===== config.mk =====
export PLATFORM = sky130hd
export DESIGN_NAME = pico_wb8_bridge_flat
export DESIGN_NICKNAME = d
export VERILOG_FILES = /design/src/rtl/pico_wb8_bridge_if.sv /design/src/rtl/pico_wb8_bridge.sv /design/src/flat_wrapper.sv
export SDC_FILE = /design/constraint.sdc
export NUM_CORES = 1
export LEC_CHECK = 0
export BUFFER_PORTS_ARGS = -buffer_cell sky130_fd_sc_hd__buf_2
export CORE_MARGIN = 2
export CORE_UTILIZATION = 53
export DETAILED_ROUTE_END_ITERATION = 6
export GPL_TIMING_DRIVEN = 1
export PLACE_DENSITY = 0.77
export SLEW_MARGIN = 20
export SYNTH_ARGS = -nofsm -noshare
export SYNTH_HDL_FRONTEND = slang
export SYNTH_SLANG_ARGS = --single-unit

===== constraint.sdc =====
create_clock -name i_clk -period 3.15 [get_ports i_clk]
set_input_delay 0.1575 -clock i_clk [delete_from_list [all_inputs] [get_ports i_clk]]
set_output_delay 0.1575 -clock i_clk [all_outputs]
set_load 0.02 [all_outputs]

===== src/rtl/pico_wb8_bridge_if.sv =====
// Bundles the CPU-side native memory signals and the 8-bit Wishbone port of the bridge.
// No logic; the "master" modport is the bridge's view (CPU slave, Wishbone master).
// The "slave" modport is the view of the CPU core plus the peripheral decoder.
interface pico_wb8_bridge_if #(
   parameter int ADDR_W = 8
);
   logic              mem_valid;
   logic [31:0]       mem_addr;
   logic [31:0]       mem_wdata;
   logic [3:0]        mem_wstrb;
   logic              mem_ready;
   logic [31:0]       mem_rdata;
   logic [ADDR_W-1:0] wb_adr_o;
   logic [7:0]        wb_dat_o;
   logic [7:0]        wb_dat_i;
   logic              wb_we_o;
   logic              wb_cyc_o;
   logic              wb_stb_o;
   logic [2:0]        wb_cti_o;
   logic [1:0]        wb_bte_o;
   logic              wb_ack_i;
   logic              wb_err_i;
   logic              o_bus_err;

   modport master (
      input  mem_valid, mem_addr, mem_wdata, mem_wstrb,
      output mem_ready, mem_rdata,
      output wb_adr_o, wb_dat_o, wb_we_o, wb_cyc_o, wb_stb_o, wb_cti_o, wb_bte_o,
      input  wb_dat_i, wb_ack_i, wb_err_i,
      output o_bus_err
   );

   modport slave (
      output mem_valid, mem_addr, mem_wdata, mem_wstrb,
      input  mem_ready, mem_rdata,
      input  wb_adr_o, wb_dat_o, wb_we_o, wb_cyc_o, wb_stb_o, wb_cti_o, wb_bte_o,
      output wb_dat_i, wb_ack_i, wb_err_i,
      input  o_bus_err
   );
endinterface


===== src/rtl/pico_wb8_bridge.sv =====
// Splits picorv32 32-bit accesses into 8-bit Wishbone classic beats (reads: all lanes, writes: strobed lanes).
// Latency with zero-wait slave: 2 cycles per beat; mem_ready at cycle 2N (8 for a full read).
// Backpressure: BUS holds until wb_ack_i/wb_err_i; optional per-beat timeout via WB_BRIDGE_TIMEOUT_EN.
module pico_wb8_bridge #(
   parameter int          ADDR_W         = 8,
   parameter logic [31:0] ERR_DATA       = 32'hFFFF_FFFF,
   parameter int          TIMEOUT_CYCLES = 255
) (
   input logic               i_clk,
   input logic               i_reset_n,
   pico_wb8_bridge_if.master bus
);

   typedef enum logic [1:0] {IDLE, BUS, GAP, DONE} state_t;

   state_t            state, state_nxt;
   logic [ADDR_W-3:0] addr_q, addr_nxt;
   logic [31:0]       wdata_q, wdata_nxt;
   logic [3:0]        mask_q, mask_nxt;
   logic              we_q, we_nxt;
   logic [1:0]        lane_q, lane_nxt;
   logic [31:0]       rdata_q, rdata_nxt;
   logic              err_q, err_nxt;

   logic              ready_q, ready_nxt;
   logic [31:0]       mem_rdata_q, mem_rdata_nxt;
   logic [ADDR_W-1:0] adr_q, adr_nxt;
   logic [7:0]        dat_q, dat_nxt;
   logic              wbwe_q, wbwe_nxt;
   logic              cyc_q, cyc_nxt;
   logic              stb_q, stb_nxt;
   logic              bus_err_q, bus_err_nxt;

   logic              timeout_hit;

   if (TIMEOUT_CYCLES < 1) begin : g_timeout_check
      $error("TIMEOUT_CYCLES must be at least 1");
   end

   function automatic logic [1:0] low_lane(input logic [3:0] m);
      if (m[0])      return 2'd0;
      else if (m[1]) return 2'd1;
      else if (m[2]) return 2'd2;
      else           return 2'd3;
   endfunction

`ifdef WB_BRIDGE_TIMEOUT_EN
   localparam int TO_W = ($clog2(TIMEOUT_CYCLES + 1) > 8) ? $clog2(TIMEOUT_CYCLES + 1) : 8;
   logic [TO_W-1:0] to_cnt_q;

   // Count stalled BUS cycles; restarts at zero every time BUS is entered
   always_ff @(posedge i_clk) begin
      if (!i_reset_n)        to_cnt_q <= '0;
      else if (state == BUS) to_cnt_q <= to_cnt_q + 1'b1;
      else                   to_cnt_q <= '0;
   end

   assign timeout_hit = (state == BUS) && !bus.wb_ack_i && !bus.wb_err_i &&
                        ((to_cnt_q + 1'b1) == TO_W'(TIMEOUT_CYCLES));
`else
   assign timeout_hit = 1'b0;
`endif

   // Next-state, datapath and registered-output values for the following cycle
   always_comb begin
      state_nxt = state;
      addr_nxt  = addr_q;
      wdata_nxt = wdata_q;
      mask_nxt  = mask_q;
      we_nxt    = we_q;
      lane_nxt  = lane_q;
      rdata_nxt = rdata_q;
      err_nxt   = err_q;

      case (state)
         IDLE: begin
            if (bus.mem_valid) begin
               addr_nxt  = bus.mem_addr[ADDR_W-1:2];
               wdata_nxt = bus.mem_wdata;
               mask_nxt  = (bus.mem_wstrb != 4'h0) ? bus.mem_wstrb : 4'hF;
               we_nxt    = |bus.mem_wstrb;
               lane_nxt  = low_lane(mask_nxt);
               rdata_nxt = '0;
               err_nxt   = 1'b0;
               state_nxt = BUS;
            end
         end
         BUS: begin
            // Error (or timeout) takes priority over a coincident ack
            if (bus.wb_err_i || timeout_hit) begin
               err_nxt   = 1'b1;
               mask_nxt  = 4'h0;
               state_nxt = DONE;
            end else if (bus.wb_ack_i) begin
               if (!we_q) rdata_nxt[{lane_q, 3'b000} +: 8] = bus.wb_dat_i;
               mask_nxt  = mask_q & ~(4'b0001 << lane_q);
               state_nxt = (mask_nxt != 4'h0) ? GAP : DONE;
            end
         end
         GAP: begin
            lane_nxt  = low_lane(mask_q);
            state_nxt = BUS;
         end
         DONE:    state_nxt = IDLE;
         default: state_nxt = IDLE;
      endcase

      // Outputs are derived from the next state so they are registered
      cyc_nxt  = (state_nxt == BUS) || (state_nxt == GAP);
      stb_nxt  = (state_nxt == BUS);
      wbwe_nxt = cyc_nxt && we_nxt;
      adr_nxt  = adr_q;
      dat_nxt  = dat_q;
      if (state_nxt == BUS) begin
         adr_nxt = {addr_nxt, lane_nxt};
         dat_nxt = wdata_nxt[{lane_nxt, 3'b000} +: 8];
      end
      ready_nxt     = (state_nxt == DONE);
      bus_err_nxt   = (state_nxt == DONE) && err_nxt;
      mem_rdata_nxt = mem_rdata_q;
      if (state_nxt == DONE)
         mem_rdata_nxt = we_nxt ? 32'h0 : (err_nxt ? ERR_DATA : rdata_nxt);
   end

   // State, transaction context and output registers with synchronous reset
   always_ff @(posedge i_clk) begin
      if (!i_reset_n) begin
         state       <= IDLE;
         addr_q      <= '0;
         wdata_q     <= '0;
         mask_q      <= '0;
         we_q        <= 1'b0;
         lane_q      <= '0;
         rdata_q     <= '0;
         err_q       <= 1'b0;
         ready_q     <= 1'b0;
         mem_rdata_q <= '0;
         adr_q       <= '0;
         dat_q       <= '0;
         wbwe_q      <= 1'b0;
         cyc_q       <= 1'b0;
         stb_q       <= 1'b0;
         bus_err_q   <= 1'b0;
      end else begin
         state       <= state_nxt;
         addr_q      <= addr_nxt;
         wdata_q     <= wdata_nxt;
         mask_q      <= mask_nxt;
         we_q        <= we_nxt;
         lane_q      <= lane_nxt;
         rdata_q     <= rdata_nxt;
         err_q       <= err_nxt;
         ready_q     <= ready_nxt;
         mem_rdata_q <= mem_rdata_nxt;
         adr_q       <= adr_nxt;
         dat_q       <= dat_nxt;
         wbwe_q      <= wbwe_nxt;
         cyc_q       <= cyc_nxt;
         stb_q       <= stb_nxt;
         bus_err_q   <= bus_err_nxt;
      end
   end

   assign bus.mem_ready = ready_q;
   assign bus.mem_rdata = mem_rdata_q;
   assign bus.wb_adr_o  = adr_q;
   assign bus.wb_dat_o  = dat_q;
   assign bus.wb_we_o   = wbwe_q;
   assign bus.wb_cyc_o  = cyc_q;
   assign bus.wb_stb_o  = stb_q;
   assign bus.wb_cti_o  = 3'b000;
   assign bus.wb_bte_o  = 2'b00;
   assign bus.o_bus_err = bus_err_q;

endmodule


===== src/flat_wrapper.sv =====
// flat-port wrapper written by rule: the top's interface ports become plain ports
module pico_wb8_bridge_flat 
#(
   parameter int          ADDR_W         = 8,
   parameter logic [31:0] ERR_DATA       = 32'hFFFF_FFFF,
   parameter int          TIMEOUT_CYCLES = 255
)
  (i_clk, i_reset_n, bus_mem_valid, bus_mem_addr, bus_mem_wdata, bus_mem_wstrb, bus_mem_ready, bus_mem_rdata, bus_wb_adr_o, bus_wb_dat_o, bus_wb_we_o, bus_wb_cyc_o, bus_wb_stb_o, bus_wb_cti_o, bus_wb_bte_o, bus_wb_dat_i, bus_wb_ack_i, bus_wb_err_i, bus_o_bus_err);
  pico_wb8_bridge_if #(.ADDR_W(ADDR_W)) bus_i ();
  input logic i_clk;
  input logic i_reset_n;
  input wire logic [$bits(bus_i.mem_valid)-1:0] bus_mem_valid;
  input wire logic [$bits(bus_i.mem_addr)-1:0] bus_mem_addr;
  input wire logic [$bits(bus_i.mem_wdata)-1:0] bus_mem_wdata;
  input wire logic [$bits(bus_i.mem_wstrb)-1:0] bus_mem_wstrb;
  output wire logic [$bits(bus_i.mem_ready)-1:0] bus_mem_ready;
  output wire logic [$bits(bus_i.mem_rdata)-1:0] bus_mem_rdata;
  output wire logic [$bits(bus_i.wb_adr_o)-1:0] bus_wb_adr_o;
  output wire logic [$bits(bus_i.wb_dat_o)-1:0] bus_wb_dat_o;
  output wire logic [$bits(bus_i.wb_we_o)-1:0] bus_wb_we_o;
  output wire logic [$bits(bus_i.wb_cyc_o)-1:0] bus_wb_cyc_o;
  output wire logic [$bits(bus_i.wb_stb_o)-1:0] bus_wb_stb_o;
  output wire logic [$bits(bus_i.wb_cti_o)-1:0] bus_wb_cti_o;
  output wire logic [$bits(bus_i.wb_bte_o)-1:0] bus_wb_bte_o;
  input wire logic [$bits(bus_i.wb_dat_i)-1:0] bus_wb_dat_i;
  input wire logic [$bits(bus_i.wb_ack_i)-1:0] bus_wb_ack_i;
  input wire logic [$bits(bus_i.wb_err_i)-1:0] bus_wb_err_i;
  output wire logic [$bits(bus_i.o_bus_err)-1:0] bus_o_bus_err;
  assign bus_i.mem_valid = bus_mem_valid;
  assign bus_i.mem_addr = bus_mem_addr;
  assign bus_i.mem_wdata = bus_mem_wdata;
  assign bus_i.mem_wstrb = bus_mem_wstrb;
  assign bus_mem_ready = bus_i.mem_ready;
  assign bus_mem_rdata = bus_i.mem_rdata;
  assign bus_wb_adr_o = bus_i.wb_adr_o;
  assign bus_wb_dat_o = bus_i.wb_dat_o;
  assign bus_wb_we_o = bus_i.wb_we_o;
  assign bus_wb_cyc_o = bus_i.wb_cyc_o;
  assign bus_wb_stb_o = bus_i.wb_stb_o;
  assign bus_wb_cti_o = bus_i.wb_cti_o;
  assign bus_wb_bte_o = bus_i.wb_bte_o;
  assign bus_i.wb_dat_i = bus_wb_dat_i;
  assign bus_i.wb_ack_i = bus_wb_ack_i;
  assign bus_i.wb_err_i = bus_wb_err_i;
  assign bus_o_bus_err = bus_i.o_bus_err;
  pico_wb8_bridge #(.ADDR_W(ADDR_W), .ERR_DATA(ERR_DATA), .TIMEOUT_CYCLES(TIMEOUT_CYCLES)) u_core (.i_clk(i_clk), .i_reset_n(i_reset_n), .bus(bus_i));
endmodule

==> Word level (Yosys, flattened, before mapping) <==
Cells that the tools add are included.
{ "totals": {"output_inout_bits": 58, "input_bits": 81, "register_bits": 133, "word_cells": 75} }
{ "op_classes": {"n_mux": 35, "n_addsub": 1, "n_eq_ne": 8, "shifts": 4, "n_reduce_logical": 9, "bitwise_logic": 2} }
{ "op_table": {"columns": ["operator", "n"], "rows": [
  ["$mux W32", 8],
  ["$pmux W32 S2", 1],
  ["$bwmux W32", 1],
  ["$shift A8 B7 Y32 const A", 1],
  ["$shiftx A32 B6 Y8", 1],
  ["$shiftx A8 B7 Y32", 1],
  ["$mux W2", 8],
  ["$mux W4", 4],
  ["$mux W6", 2],
  ["$eq A2 B2 Y1 const B", 4],
  ["$pmux W2 S4", 1],
  ["$pmux W4 S2", 1],
  ["$reduce_bool A4 Y1", 2],
  ["$mux W1", 7],
  ["$neg A5 Y7", 1],
  ["$and A4 B4 Y4", 1],
  ["$eq A2 B1 Y1 const B", 2],
  ["$not A4 Y4", 1],
  ["$pmux W2 S2", 1],
  ["$reduce_or A4 Y1", 1],
  ["$shl A1 B2 Y4 const A", 1],
  ["$ne A3 B3 Y1 const B", 1],
  ["$reduce_and A3 Y1", 1],
  ["$logic_and A1 B1 Y1", 2],
  ["other kinds (5)", 5]
]} }

==> Depth between registers and ports, before layout <==
{ "logic_depth": {"depth_word": 11, "ltp_mapped": 13, "depth_no_buf": 12} }

==> Worst setup path after synthesis <==
OpenSTA, ideal clock, no wires.
{ "synth_timing": {"kind": "register -> register", "startpoint": "register u_core.lane_q[0]", "endpoint": "register u_core.mem_rdata_q[5] (netlist: u_core.bus.mem_rdata[5])", "path_buffers": 3, "required_time_ns": 3.025, "t_arrival_ns": 2.465, "path_slack_ns": 0.561, "period_less_slack_ns": 2.589, "stages_incl_launch_ff": 14, "setup_ns": 0.125, "cell_sequence": "dfxtp_1 > buf_6 > inv_1 > ha_1 > inv_1 > a221oi_1 > nor3b_1 > o21ai_0 > ha_1 > clkbuf_1 > o21ai_2 > clkbuf_1 > a221oi_1 > nor3_1"} }
{ "synth_between": {"elab_chain_len": 9, "word_cells_on_any_way": 19, "cone_classes": "1 x add/sub; 1 x eq/ne; 3 x shift; 11 x mux; 2 x bitwise; 1 x reduce/logical"} }
{ "synth_rtl": {"columns": ["element", "line_no", "rtl"], "rows": [
  ["start, declared", "pico_wb8_bridge.sv:21", "logic [1:0] lane_q, lane_nxt;"],
  ["start signal, assigned", "pico_wb8_bridge.sv:150", "lane_q <= lane_nxt;"],
  ["$shl A1 B2 Y4", "pico_wb8_bridge.sv:96", "mask_nxt = mask_q & ~(4'b0001 << lane_q);"],
  ["$not A4 Y4", "pico_wb8_bridge.sv:96", null],
  ["$and A4 B4 Y4", "pico_wb8_bridge.sv:96", null],
  ["$reduce_bool A4 Y1", "pico_wb8_bridge.sv:97", "state_nxt = (mask_nxt != 4'h0) ? GAP : DONE;"],
  ["$mux W1", "pico_wb8_bridge.sv:97", null],
  ["$mux W2", "pico_wb8_bridge.sv:94", "end else if (bus.wb_ack_i) begin"],
  ["$mux W2", "pico_wb8_bridge.sv:90", "if (bus.wb_err_i || timeout_hit) begin"],
  ["$pmux W2 S4", "pico_wb8_bridge.sv:75", "case (state)"],
  ["net u_core.state_nxt[0]", "pico_wb8_bridge.sv:16", "state_t state, state_nxt;"],
  ["$eq A2 B2 Y1", null, null],
  ["net u_core.ready_nxt", "pico_wb8_bridge.sv:25", "logic ready_q, ready_nxt;"],
  ["end signal, assigned", "pico_wb8_bridge.sv:154", "mem_rdata_q <= mem_rdata_nxt;"],
  ["end, declared", "pico_wb8_bridge.sv:26", "logic [31:0] mem_rdata_q, mem_rdata_nxt;"]
]} }
The timed path passes the listed nets, and every way through them passes these cells.
A chain may end at the register's enable or synchronous reset.

==> Worst setup path after layout <==
{ "layout_timing": {"startpoint": "register u_core.lane_q[1]", "endpoint": "register u_core.mem_rdata_q[5] (netlist: u_core.bus.mem_rdata[5])"} }
Same word-level chain as after synthesis.

==> reports/qor.txt <==
Setup TNS - 0 ns
Critical path peak fanout - 24
First-pass GRT wire length - 25800 µm
Worst reg2reg path endpoint - u_core.bus.mem_rdata[5]
HPWL after DPL - 10100 µm
Number of warnings issued by yosys - 0
Count leader, synth - dfxtp_1
Register area share after synthesis - 0.461
Placed instance count - 870
Slew Limit Headroom - 0.508
Fmax - 354 MHz
Critical path endpoint - u_core.bus.mem_rdata[5]
Detailed-route DRC error count - 0
Period utilization - 0.898
Top post-synthesis cells by area - dfxtp_1 (46%), nor2_1 (5.5%), nand2_1 (5.0%)
Crit start category - register
FFs w/ async S/R, synth - 0
Top cell type by total area after synthesis - dfxtp_1
Setup violations, final - 0
Required time worst endpoint - 3.56 ns
Global placer's final weighted congestion - 0.854
Number of max-cap violations - 0
Reg power frac - 0.401
Number of global-route vias before repair - 5333
Critical Path Max Stage Delay - 0.37 ns
Worst slew pin tran - 0.737 ns
Worst Setup End Kind - register
Final hold violation count - 0
Die X - 108 µm
Reg-to-Reg Start - u_core.lane_q[1]
Net Switching - 1.39 mW
Initial antenna violation count - 0
Gr ovfl total - 0
Clock transition at the registers of the reported paths - 0.06 ns
Share of cells above drive strength 1 - 0.225
Placement Rows - 38
N_diodes - 0
Logic pwr share - 0.175
Die ar. - 11800 µm²
Via count - 5501
Count of cell types in the netlist - 64
TritonRoute pass-1 iters - 5
Slew Viols, Final - 0
Total Power Consumption - 4.66 mW
Commonest cells in the netlist - dfxtp_1 (133), nor2_1 (84), nand2_1 (77)
Non-Filler Instances - 950
Status - finished, final reports clean
Hold crit path type - in2reg
WS Path Type - reg2reg
Syn Std Cell Area - 5780 µm²
R2R Setup Slk - 0.32 ns
Max IR drop VDD - 0.000392 V
Sw Share - 0.297
Internal Power - 3.28 mW
Htree depth - 4
Synthesis-to-layout area growth - 27.9%
Overall routing resource usage - 0.281
Clock latency on the worst-skew pair - 0.53 ns
Synth Area per Inst - 8.82 µm²
Post-route clock skew - 0.00850 ns
R2r worst-path depth - 12
Core ar. - 10700 µm²
Worst path slowest cell - dfxtp_1
Clock Tree Root - clkbuf_8
Post-Syn Instances - 655
Seq cells post-synth - 133
Vias per Instance - 5.79
Pwr per Cell Area - 631 nW/µm²
Critical path arrival - 3.23 ns
Largest net degree at the start of global routing - 55
Nets - 888
# IOs - 139
Area share of the largest cell type after synthesis - 0.461
Worst path cell trace - inv_1 > ha_1 > inv_1 > a221oi_1 > nor3b_1 > o21ai_2 > ha_1 > buf_4 > inv_1 > o21ai_2 > buf_4 > nor3_1
Critical Path Start - u_core.lane_q[1]
Post-route ant nets - 0
TritonCTS clock tree - done
Max Buffers Root-to-Sink - 2
Fin crit period - 2.83 ns
IO buf count - 107
Clock share of power - 0.424
Fillcell total - 849
Static leakage - 3.07 nW
Post-synth EDFFs - 0
Post-Route WL - 16100 µm
Die span in y - 108 µm
Most used cell, CP - inv_1
Sink Count - 133
Ys flop type - dfxtp_1
RSZ-0062 raised after global routing - false
Initial DRC count - 465
Inserted Clock Buffers - 17
DR WL/cell - 16.9 µm
Initial Utilization - 0.538
==> registers in the layout, indices dropped and copies added, names as in the netlist, 2 cells and up <==
signal                cells
u_core.bus.mem_rdata     32
u_core.state              2
u_core.bus.wb_adr_o       8
u_core.lane_q             2
u_core.rdata_q           32
u_core.addr_q             6
u_core.bus.wb_dat_o       8
u_core.wdata_q           32
u_core.mask_q             4
==> cells in the final DEF (no fill, tap or decap), types with 3 or more instances in the layout <==
cell / count
dfxtp_1: 133
buf_2: 107
nor2_1: 84
nand2_1: 77
a21oi_1: 53
dlygate4sd3_1: 48
nor3_1: 29
a22oi_1: 27
nor2b_1: 18
o21ai_0: 16
clkbuf_16: 16
a221oi_1: 15
nand3_1: 14
mux2i_1: 12
and2_1: 11
inv_1: 11
buf_4: 11
o22ai_1: 10
ha_1: 10
a22o_1: 8
a211oi_1: 7
mux2_2: 6
o21ai_2: 6
conb_1: 5
nand2b_1: 4
o21ai_1: 4
inv_6: 4
clkinvlp_4: 4
a21o_1: 3
o211a_1: 3
and3_1: 3
==> power by group through the flow <==
stage | Clock [mW] | Combinational [mW] | Sequential, mW
floorplan | 0 | 0.454 | 1.98
global placement | 0 | 0.730 | 1.90
detailed placement | 0 | 0.752 | 1.90
CTS | 1.99 | 0.803 | 1.87
global route | 2.07 | 0.893 | 1.88
finish | 1.98 | 0.818 | 1.87
==> cells by family after synthesis <==
group / after synthesis / share of synthesized area
AOI/OAI and AO/OA: 170 / 0.207
adders and majority gates: 10 / 0.0216
buffers and inverters: 59 / 0.0552
DFF: 133 / 0.461
muxes: 19 / 0.0351
other: 1 / 0.000649
and+or+nand+nor: 263 / 0.220
==> area by class of cell <==
class                      instances  area, µm²  area share
clock buffer                      18        428      0.0579
multi-input combinational        467       2820       0.381
timing repair buffer             166       1100       0.149
sequential                       133       2660       0.360
inverter                          12       45.0     0.00609
tap                              140        175      0.0237
clock inverter                    14        165      0.0223
==> worst max-delay path: cells and delay by family, from the launching register on <==
kind | cells | cell delay, ns
AOI/OAI and AO/OA | 3 | 0.73
adders and majority gates | 2 | 0.51
buffers and inverters | 5 | 0.88
DFF | 1 | 0.37
and+or+nand+nor | 2 | 0.22
==> worst min-delay path by stage <==
| stage | start | to | slack (ns) | cells after the start |
|---|---|---|---|---|
| final | i_reset_n | u_core.bus.wb_adr_o[1] | 0.03 | 3 |
| after global routing | i_reset_n | u_core.bus.wb_adr_o[1] | 0.04 | 3 |
| after CTS | i_reset_n | u_core.bus.wb_adr_o[1] | 0.01 | 3 |
| after detailed placement | bus_mem_wdata[23] | u_core.wdata_q[23] | 0.42 | 3 |
| after global placement | bus_mem_wdata[5] | u_core.wdata_q[5] | 0.41 | 3 |
| after floorplan | bus_mem_wdata[18] | u_core.wdata_q[18] | 0.29 | 2 |
==> stage by stage <==
| step | cell area (µm²) | setup slack [ns] | utilization | hold WS (ns) |
|---|---|---|---|---|
| floorplan | 5790 | 0.561 | - | 0.293 |
| global placement | 6310 | 0.301 | 0.588 | 0.410 |
| detailed placement | 6310 | 0.101 | 0.588 | 0.417 |
| CTS | 7390 | 0.0851 | 0.687 | 0.0109 |
| global route | 7390 | 0.0998 | 0.688 | 0.0380 |
| finish | 7390 | 0.322 | 0.688 | 0.0269 |
==> layer usage <==
| layer | track usage | wire (µm) | vias to the layer above | share of wire |
|---|---|---|---|---|
| met2 | 0.487 | 8100 | 244 | 0.50 |
| met5 | 0 | 0 | - | 0 |
| met4 | 0.119 | 410 | 0 | 0.025 |
| met1 | 0.332 | 6520 | 2638 | 0.41 |
| met3 | 0.0651 | 1040 | 38 | 0.065 |
| li1 | - | - | 2581 | - |
==> what timing repair did <==
action | CTS | global route
endpoints found under the setup margin | 0 | 30
hold buffers | 48 | 0
resized for setup | 0 | 2
endpoints found under the hold margin | 56 | 0
buffers inserted | 0 | 0
Power figures use the tool's default switching activity.
